[config.mk]
export PLATFORM = sky130hd
export DESIGN_NAME = in_dma_seq
export DESIGN_NICKNAME = d
export VERILOG_FILES = /design/src/rtl/in_dma_seq_pkg.sv /design/src/rtl/in_dma_seq_burst_calc.sv /design/src/rtl/in_dma_seq.sv
export SDC_FILE = /design/constraint.sdc
export NUM_CORES = 1
export LEC_CHECK = 0
export BUFFER_PORTS_ARGS = -buffer_cell sky130_fd_sc_hd__buf_2
export CELL_PAD_IN_SITES_DETAIL_PLACEMENT = 1
export CELL_PAD_IN_SITES_GLOBAL_PLACEMENT = 1
export CORE_MARGIN = 1.5
export CORE_UTILIZATION = 43
export CTS_CLUSTER_SIZE = 24
export DETAILED_ROUTE_END_ITERATION = 6
export GPL_ROUTABILITY_DRIVEN = 1
export PLACE_DENSITY_LB_ADDON = 0.1
export SLEW_MARGIN = 5
export SYNTH_ARGS = -nofsm -noshare
export SYNTH_HDL_FRONTEND = slang
export SYNTH_SLANG_ARGS = --single-unit
[constraint.sdc]
create_clock -name clk -period 7.5 [get_ports clk]
set_clock_uncertainty 0.15 [all_clocks]
set_input_delay 0.75 -clock clk [delete_from_list [all_inputs] [get_ports clk]]
set_output_delay 0.75 -clock clk [all_outputs]
set_load 0.005 [all_outputs]
[src/rtl/in_dma_seq_pkg.sv]
// Shared definitions for the input-DMA sequencer: FSM state encoding and AXI/boundary constants.
package in_dma_seq_pkg;

  typedef enum logic [2:0] {
    StIdle,
    StWaitBuf,
    StAddr,
    StData,
    StDone
  } state_e;

  localparam logic [1:0]  AXI_BURST_INCR = 2'b01;
  localparam int unsigned BOUNDARY_BYTES = 4096;

endpackage

[src/rtl/in_dma_seq_burst_calc.sv]
// Combinational burst sizer for the input-DMA sequencer.
// Picks the largest INCR burst starting at the current address that respects the remaining beat
// count, the MAX_BURST cap and the 4 KB AXI boundary.
// Ports:
//   addr_lo_i  in   12  low 12 bits of the current (BYTES-aligned) byte address
//   remain_i   in   16  beats still to fetch
//   blen_o     out  17  beats in the next burst (zero only when remain_i is zero)
module in_dma_seq_burst_calc
  import in_dma_seq_pkg::*;
#(
  parameter int unsigned DATA_WIDTH = 256,
  parameter int unsigned MAX_BURST  = 16
) (
  input  logic [11:0] addr_lo_i,
  input  logic [15:0] remain_i,
  output logic [16:0] blen_o
);

  localparam int unsigned BYTES = DATA_WIDTH / 8;

  logic [16:0] to4k;
  logic [16:0] remain_ext;
  logic [16:0] max_ext;
  logic [16:0] capped;

  always_comb begin
    // Beats left before the next 4 KB line; a full page when sitting exactly on the line.
    to4k       = (17'(BOUNDARY_BYTES) - {5'b0, addr_lo_i}) / 17'(BYTES);
    remain_ext = {1'b0, remain_i};
    max_ext    = 17'(MAX_BURST);
    capped     = (remain_ext < max_ext) ? remain_ext : max_ext;
    blen_o     = (capped < to4k) ? capped : to4k;
  end

endmodule

[src/rtl/in_dma_seq.sv]
// Input-DMA sequencer.
// Accepts one transfer command (base address, beat count), splits it into AXI INCR bursts of at
// most MAX_BURST beats that never cross a 4 KB boundary, and hands each burst to in_dma via
// dma_addr/dma_burst_len/dma_start. Burst completion is detected by snooping in_dma's AR and R
// handshakes. A burst is only issued once the input buffer reports room for all of it.
// Ports:
//   clk, rstn                 clock, asynchronous active-low reset (shared with in_dma)
//   cmd_valid/cmd_ready       command handshake; ready only while idle
//   cmd_addr, cmd_beats       start byte address (BYTES-aligned) and total beats (0 allowed)
//   buf_free                  free beat slots in the input buffer
//   dma_addr, dma_burst_len   burst start address and beats-1 towards in_dma
//   dma_start                 one-cycle pulse per burst
//   arvalid/arready           snooped AR handshake
//   rid, rvalid/rready        snooped R handshake; only beats with rid == ID are counted
//   busy                      high from command accept until the done pulse
//   done                      one-cycle pulse when the command has completed
//   err                       one-cycle pulse when a misaligned command is rejected
module in_dma_seq
  import in_dma_seq_pkg::*;
#(
  parameter int unsigned         ADDR_WIDTH = 32,
  parameter int unsigned         DATA_WIDTH = 256,
  parameter int unsigned         ID_WIDTH   = 8,
  parameter logic [ID_WIDTH-1:0] ID         = 8'h80,
  parameter int unsigned         MAX_BURST  = 16,
  parameter int unsigned         FREE_W     = 8
) (
  input  logic                  clk,
  input  logic                  rstn,
  input  logic                  cmd_valid,
  output logic                  cmd_ready,
  input  logic [ADDR_WIDTH-1:0] cmd_addr,
  input  logic [15:0]           cmd_beats,
  input  logic [FREE_W-1:0]     buf_free,
  output logic [ADDR_WIDTH-1:0] dma_addr,
  output logic [3:0]            dma_burst_len,
  output logic                  dma_start,
  input  logic                  arvalid,
  input  logic                  arready,
  input  logic [ID_WIDTH-1:0]   rid,
  input  logic                  rvalid,
  input  logic                  rready,
  output logic                  busy,
  output logic                  done,
  output logic                  err
);

  localparam int unsigned BYTES = DATA_WIDTH / 8;
  localparam int unsigned OFF_W = $clog2(BYTES);

  state_e                  state_q;
  logic [ADDR_WIDTH-1:0]   cur_addr_q;
  logic [15:0]             remain_q;
  logic [4:0]              cur_len_q;
  logic [4:0]              beat_cnt_q;
  logic [ADDR_WIDTH-1:0]   dma_addr_q;
  logic [3:0]              dma_len_q;
  logic                    dma_start_q;
  logic                    busy_q;
  logic                    done_q;
  logic                    err_q;

  logic [16:0]             blen;
  logic                    cmd_fire;
  logic                    misaligned;
  logic                    r_hit;
  logic                    last_beat;
  logic                    buf_ok;
  logic [ADDR_WIDTH-1:0]   addr_step;
  logic [15:0]             remain_nxt;

  in_dma_seq_burst_calc #(
    .DATA_WIDTH (DATA_WIDTH),
    .MAX_BURST  (MAX_BURST)
  ) u_burst_calc (
    .addr_lo_i (cur_addr_q[11:0]),
    .remain_i  (remain_q),
    .blen_o    (blen)
  );

  // Ready is held off during the done pulse so a new command is seen only the cycle after it.
  assign cmd_ready = (state_q == StIdle) && !done_q;

  always_comb begin
    cmd_fire   = cmd_valid && cmd_ready;
    misaligned = |cmd_addr[OFF_W-1:0];
    r_hit      = rvalid && rready && (rid == ID);
    last_beat  = r_hit && (beat_cnt_q == (cur_len_q - 5'd1));
    // All-or-nothing credit check: partial bursts are never issued to fit the buffer.
    buf_ok     = (17'(buf_free) >= blen);
    addr_step  = ADDR_WIDTH'(cur_len_q) << OFF_W;
    remain_nxt = remain_q - 16'(cur_len_q);
  end

  always_ff @(posedge clk or negedge rstn) begin
    if (!rstn) begin
      state_q     <= StIdle;
      cur_addr_q  <= '0;
      remain_q    <= '0;
      cur_len_q   <= '0;
      beat_cnt_q  <= '0;
      dma_addr_q  <= '0;
      dma_len_q   <= '0;
      dma_start_q <= 1'b0;
      busy_q      <= 1'b0;
      done_q      <= 1'b0;
      err_q       <= 1'b0;
    end else begin
      dma_start_q <= 1'b0;
      done_q      <= 1'b0;
      err_q       <= 1'b0;
      case (state_q)
        StIdle: begin
          if (cmd_fire) begin
            if (misaligned) begin
              err_q <= 1'b1;
            end else begin
              cur_addr_q <= cmd_addr;
              remain_q   <= cmd_beats;
              busy_q     <= 1'b1;
              state_q    <= (cmd_beats == 16'd0) ? StDone : StWaitBuf;
            end
          end
        end
        StWaitBuf: begin
          if (buf_ok) begin
            dma_addr_q  <= cur_addr_q;
            dma_len_q   <= 4'(blen - 17'd1);
            dma_start_q <= 1'b1;
            cur_len_q   <= 5'(blen);
            state_q     <= StAddr;
          end
        end
        StAddr: begin
          if (arvalid && arready) begin
            beat_cnt_q <= '0;
            state_q    <= StData;
          end
        end
        StData: begin
          if (r_hit) begin
            if (last_beat) begin
              // Address wraps modulo 2^ADDR_WIDTH on purpose.
              cur_addr_q <= cur_addr_q + addr_step;
              remain_q   <= remain_nxt;
              state_q    <= (remain_nxt == 16'd0) ? StDone : StWaitBuf;
            end else begin
              beat_cnt_q <= beat_cnt_q + 5'd1;
            end
          end
        end
        StDone: begin
          done_q  <= 1'b1;
          busy_q  <= 1'b0;
          state_q <= StIdle;
        end
        default: state_q <= StIdle;
      endcase
    end
  end

  assign dma_addr      = dma_addr_q;
  assign dma_burst_len = dma_len_q;
  assign dma_start     = dma_start_q;
  assign busy          = busy_q;
  assign done          = done_q;
  assign err           = err_q;

  // Sanity properties on the pulse outputs and the sizer.
  a_start_pulse : assert property (@(posedge clk) disable iff (!rstn) dma_start |=> !dma_start);
  a_done_pulse  : assert property (@(posedge clk) disable iff (!rstn) done |=> !done);
  a_busy_ready  : assert property (@(posedge clk) disable iff (!rstn) busy |-> !cmd_ready);
  a_blen_nz     : assert property (@(posedge clk) disable iff (!rstn)
                                   (state_q == StWaitBuf) |-> (blen != 17'd0));

endmodule
==> results.ini, run 1 <==
[pwr]
p_leak_nw=3.49
peakVddDrop_uv=89.7
p_per_area_nw_per_um2=154
total_power_mw=1.11

[detailed_routing]
viasPerCell=5.78
num_vias=5441
wl_per_cell_um=19.2
drc=0
finalWirelength_um=18100
ant_nets=0
drtIter0Drc=257
dr.pass1.iters=4

[die]
die_h_um=123
core_um2=14000
dieArea_um2=15200
rows=43
ios=112
initial_core_util_pct=44.4
die-width_um=123

[global_routing]
grt_overflow_total=0
grt_pass1_vias=5725
grt_pass1_wl_um=29200
antenna_found_initial=0
grt_max_degree=65
grt_usage_pct=24.8

[logic_synthesis]
ys_seq_elements=101
synth_top_flop_cell=dfrtp_1
ys_types=70
synthArstFlopShare_pct=100
synth_area_um2=6240
yosysSeqAreaShare_pct=40.5
avgSynthCellArea_um2=9.44
syn_inst=661
netlist.top_cell.by_area=dfrtp_1
synth_top_area_share_pct=40.5
yosys-top-cells-area=dfrtp_1, mux2_4, ha_1
synth_edf_count=0
ys.warnings.count=0

[sta]
report.final.slew_viol_count=0
finalHoldViolations=0
slew_headroom_pct=19.4
period_needed_ns=6.40
tightestPinTransition_ns=1.20
tns_ns=0
layout_setup_ws_ns=1.10
fmax_mhz=156
finalCritPeriodShare_pct=85.3
rsz0062_at_grt=no
setup_viol=0

[critical_path]
worst_setup_path_start_kind=register
critPathMaxFanout=21
crit_required_ns=7.59
cp.arrival_ns=6.49
end_kind=register
crit_type=reg2reg

[cells_and_area]
area_growth_pct=15.7
fin_util_pct=51.4
diodes=0
final_cells=942
layout.nets=857
layout-drive-gt1-share_pct=24.9

[clocking]
cts.sinks=101
cts_setup_buffers=0
h-tree-depth=3
cts_root_buf=clkbuf_16
cts_tree=built
cts_inserted_buffers=9
holdBufCountCts=0
cts.clk_slew.worst_paths_ns=0.07
clk_path_buf_depth=2
cts_resized=0
clk_latency_ns=0.36

[place]
post-place-cells=926
portBuffers=111
hpwl_um=13200
pre_cts_slack_ns=1.19
gp_congestion=0.891

[outcome]
outcome=finished, final reports clean

[min_path]
hold_path_class=in2async

[run]
maxCapViolCount=0

## stage by stage
stage,instance area (um2),hold slack [ns]
after detailed placement,6900,0.338
after CTS,7220,0.264
after floorplan,6250,0.304
after global routing,7220,0.290
final,7220,0.238
after global placement,6900,0.343
## layout by cell type (no fill, tap or decap), types with 7 or more instances in the layout
master	count
mux2i_1	7
nor4_1	10
nand2_1	63
nand2b_1	9
o21ai_0	50
xor2_1	10
buf_4	7
xnor2_1	9
buf_2	110
nor3_1	15
nand3_1	19
mux2_4	32
inv_1	23
a211oi_1	8
mux2_2	7
clkbuf_16	9
nor2_1	52
a21oi_1	65
dfrtp_1	101
ha_1	27
o22ai_1	13
## report_power, final
part | total [mW] | leakage (nW) | switching (mW) | internal (mW)
Sequential | 0.546 | 1.34 | 0.000803 | 0.545
Clock | 0.508 | 0.151 | 0.217 | 0.291
Combinational | 0.0550 | 2.00 | 0.0319 | 0.0231
Total | 1.11 | 3.49 | 0.249 | 0.859
## critical path, stage by stage, from the launching register on
cell,delay [ns]
dfrtp_1,0.40
or4_4,0.56
nor4_1,0.34
or2b_1,0.33
nor4_1,0.36
xor2_1,0.24
ha_1,0.15
and2_0,0.14
a31oi_1,0.11
a21oi_2,0.56
mux2_2,0.45
ha_1,0.30
nor2b_1,0.20
o31ai_1,0.08
a211oi_1,0.42
a221o_1,0.26
a311oi_2,0.07
a21oi_4,0.35
buf_4,0.42
mux2_2,0.38
## per-layer routing
layer	share of wire [%]	wire [um]	GRT usage (%)
met3	2.6	467	3.27
met2	50	9110	44.0
met4	1.6	284	7.83
met1	46	8230	31.1
met5	0	0	0
## cell usage after synthesis, types with 5 or more instances
master,number
dfrtp_1,101
a21oi_1,66
nand2_1,63
nor2_1,53
o21ai_0,50
mux2_4,32
ha_1,27
clkbuf_1,26
inv_1,23
nand3_1,19
nor3_1,15
o22ai_1,13
nor4_1,10
xor2_1,10
nand2b_1,9
xnor2_1,9
a211oi_1,8
mux2_2,7
mux2i_1,7
a21o_1,6
and2_1,6
nand4_1,6
a31oi_1,5
or3_1,5
## registers in the layout, summed over array words and instances (netlist names), 3 cells and up
name / cells
cur_len_q: 5
beat_cnt_q: 5
dma_addr: 32
dma_burst_len: 4
state_q: 3
cur_addr_q: 32
remain_q: 16
## final cells by class
| type | instances | area, um2 |
|---|---|---|
| fillers | 1670 | 6830 |
| multi-input cells | 504 | 3450 |
| flip-flops and latches | 101 | 2530 |
| repair buffers | 117 | 603 |
| clock buffers | 9 | 225 |
| well taps | 180 | 225 |
| inverters | 24 | 91.3 |
| clock inverters | 7 | 90.1 |
## final timing paths
path / cells past startpoint / endpoint / slack (ns) / from
min in group clk: 1 / dma_addr[2] / 0.36 / dma_addr[2]
setup reg to reg: 19 / dma_addr[0] / 1.10 / cur_addr_q[3]
max in group asynchronous: 2 / cur_addr_q[16] / 5.76 / rstn
hold / removal: 1 / beat_cnt_q[1] / 0.24 / rstn
hold reg to reg: 1 / dma_addr[2] / 0.36 / dma_addr[2]
setup / recovery: 19 / dma_addr[0] / 1.10 / cur_addr_q[3]
## kinds of logic (layout without fill, tap and decap cells)
group | after synthesis | count (layout) | share of synthesized area, %
other | 1 | 3 | 0.0601
DFF | 101 | 101 | 40.5
AOI/OAI and AO/OA | 188 | 188 | 18.6
adders and majority gates | 29 | 29 | 6.06
muxes | 46 | 46 | 10.1
xor gates and xnor gates | 19 | 19 | 2.67
buffers and inverters | 58 | 157 | 4.55
and+or+nand+nor | 219 | 219 | 17.5
Power figures use the tool's default switching activity.
==> run 2, diff against run 1 <==
--- a/config.mk
+++ b/config.mk
@@ -9,7 +9,7 @@
 export CELL_PAD_IN_SITES_DETAIL_PLACEMENT = 1
 export CELL_PAD_IN_SITES_GLOBAL_PLACEMENT = 1
 export CORE_MARGIN = 1.5
-export CORE_UTILIZATION = 43
+export CORE_UTILIZATION = 47
 export CTS_CLUSTER_SIZE = 24
 export DETAILED_ROUTE_END_ITERATION = 6
 export GPL_ROUTABILITY_DRIVEN = 1
==> constraint.sdc (replaced) <==
create_clock -name clk -period 7.48 [get_ports clk]
set_clock_uncertainty 0.15 [all_clocks]
set_input_delay 0.748 -clock clk [delete_from_list [all_inputs] [get_ports clk]]
set_output_delay 0.748 -clock clk [all_outputs]
set_load 0.005 [all_outputs]
==> results.ini, run 2 (same netlist as run 1, synthesis figures left out) <==
[critical_path]
worst_path_largest_cell_delay_ns=0.58  ; was 0.56 ns
r2r_cells=20  ; was 19
reg2reg_to=dma_addr[0]  ; unchanged
critPathSlowestCell=or4_4  ; unchanged
crit_type=reg2reg  ; unchanged
cp.arrival_ns=6.49  ; about the same
crit_required_ns=7.57  ; was 7.59 ns
worstReg2RegStart=cur_addr_q[3]  ; unchanged
rrSetupSlack_ns=1.09  ; was 1.10 ns
critPathLaunch=cur_addr_q[3]  ; unchanged
critPathMaxFanout=38  ; was 21
worst_setup_path_start_kind=register  ; unchanged
end_kind=register  ; unchanged
crit_chain=or4_4 -> nor4_1 -> or2b_1 -> nor4_1 -> xor2_1 -> ha_1 -> and2_0 -> a31oi_1 -> a21oi_2 -> mux2_2 -> ha_1 -> nor2b_1 -> o31ai_1 -> a211oi_1 -> nand2_1 -> nor2_1 -> a311oi_2 -> a21oi_4 -> buf_12 -> mux2_2  ; was or4_4 -> nor4_1 -> or2b_1 -> nor4_1 -> xor2_1 -> ha_1 -> and2_0 -> a31oi_1 -> a21oi_2 -> mux2_2 -> ha_1 -> nor2b_1 -> o31ai_1 -> a211oi_1 -> a221o_1 -> a311oi_2 -> a21oi_4 -> buf_4 -> mux2_2

[sta]
finalCritPeriodShare_pct=85.4  ; was 85.3%
fmax_mhz=156  ; about the same
rsz0062_at_grt=no  ; unchanged
finalHoldViolations=0  ; unchanged
slew_headroom_pct=33.6  ; was 19.4%
tightestPinTransition_ns=0.997  ; was 1.20 ns
report.final.slew_viol_count=0  ; unchanged
hold_slack_ns=0.260  ; was 0.238 ns
setup_viol=0  ; unchanged
tns_ns=0  ; unchanged
period_needed_ns=6.39  ; was 6.40 ns

[clocking]
cts_root_buf=clkbuf_16  ; unchanged
clk_latency_ns=0.36  ; about the same
h-tree-depth=3  ; unchanged
cts_inserted_buffers=9  ; unchanged
cts.clk_slew.worst_paths_ns=0.07  ; about the same
clk_path_buf_depth=2  ; unchanged
cts_resized=0  ; unchanged
holdBufCountCts=0  ; unchanged
cts.sinks=101  ; unchanged
cts_setup_buffers=0  ; unchanged
cts_tree=built  ; unchanged

[pwr]
p_per_area_nw_per_um2=153  ; was 154 nW/um2
swShare_pct=23.5  ; was 22.5%
pwr-share-comb_pct=5.1  ; was 5.0%
p_int_mw=0.844  ; was 0.859 mW
p_seq_share_pct=49.6  ; was 49.3%
peakVddDrop_uv=95.6  ; was 89.7 uV
p_leak_nw=3.49  ; about the same
p_switching_mw=0.260  ; was 0.249 mW
p_clk_share_pct=45.3  ; was 45.8%

[detailed_routing]
dr.pass1.iters=4  ; unchanged
finalWirelength_um=18100  ; about the same
num_vias=5543  ; was 5,441
wl_per_cell_um=19.4  ; was 19.2 um
drtIter0Drc=315  ; was 257
viasPerCell=5.93  ; was 5.78
ant_nets=0  ; unchanged
drc=0  ; unchanged

[place]
portBuffers=111  ; unchanged
hpwl_um=13100  ; was 13,200 um
post-place-cells=918  ; was 926
gp_congestion=0.862  ; was 0.891

[global_routing]
antenna_found_initial=0  ; unchanged
grt_max_degree=65  ; unchanged
grt_overflow_total=0  ; unchanged
grt_pass1_vias=5842  ; was 5,725
grt_pass1_wl_um=29800  ; was 29,200 um
grt_usage_pct=26.8  ; was 24.8%

[cells_and_area]
fin_util_pct=56.5  ; was 51.4%
layout-drive-gt1-share_pct=24.8  ; was 24.9%
diodes=0  ; unchanged
area_growth_pct=15.6  ; was 15.7%
final_cells=934  ; was 942
final_cell_mix=buf_2, dfrtp_1, a21oi_1  ; unchanged
layout.nets=857  ; unchanged
final_common_cell=buf_2  ; unchanged

[die]
ios=112  ; unchanged
dieArea_um2=14000  ; was 15,200 um2
die_h_um=118  ; was 123 um
core_um2=12800  ; was 14,000 um2
rows=41  ; was 43
initial_core_util_pct=48.8  ; was 44.4%
die-width_um=118  ; was 123 um

[min_path]
hold_path_class=in2async  ; unchanged

[outcome]
outcome=finished, final reports clean  ; unchanged

[run]
maxCapViolCount=0  ; unchanged

## run 2: power by group through the flow
stage	sequential (mW)	combinational, mW	clock (mW)
5_1_grt	0.547	0.0620	0.532
6_report	0.547	0.0563	0.500
3_5_place_dp	0.558	0.0564	0
3_3_place_gp	0.558	0.0532	0
4_1_cts	0.547	0.0569	0.511
2_1_floorplan	0.558	0.0165	0
## run 2: through the flow
step / total power [mW] / setup slack [ns] / cell area, um2
after floorplan: 0.575 / 2.07 / 6250
after global placement: 0.611 / 1.54 / 6900
after detailed placement: 0.615 / 1.09 / 6900
after CTS: 1.12 / 1.04 / 7210
after global routing: 1.14 / 0.633 / 7210
final: 1.10 / 1.09 / 7210
## run 2: area by class of cell
class                   instances  area (um2)
flip-flops and latches        101        2530
clock inverters                 5        66.3
inverters                      24        91.3
fillers                      1502        5560
repair buffers                117         616
multi-input cells             504        3450
clock buffers                  11         243
well taps                     172         215
## run 2: how the worst max path moves through the flow
stage | end | slack, ns
floorplan | dma_addr[10] | 2.07
global placement | dma_addr[0] | 1.54
detailed placement | dma_addr[0] | 1.09
CTS | dma_addr[0] | 1.04
global route | dma_addr[0] | 0.63
finish | dma_addr[0] | 1.09
## run 2: worst max-delay path, delay by kind of cell, from the launching register on
family | cells | cell delay [ns]
AOI/OAI and AO/OA | 6 | 1.63
xor gates and xnor gates | 1 | 0.26
adders and majority gates | 2 | 0.46
buffers and inverters | 1 | 0.34
DFF | 1 | 0.40
muxes | 2 | 0.83
and+or+nand+nor | 8 | 2.18
## run 2: per-layer routing
metal  vias up  GRT usage (%)  part of all wire (%)
met1      2792           35.5                    46
met2       123           44.5                    48
li1       2589              -                     -
met5         -              0                     0
met3        39           4.30                   4.0
met4         0           9.38                   2.4
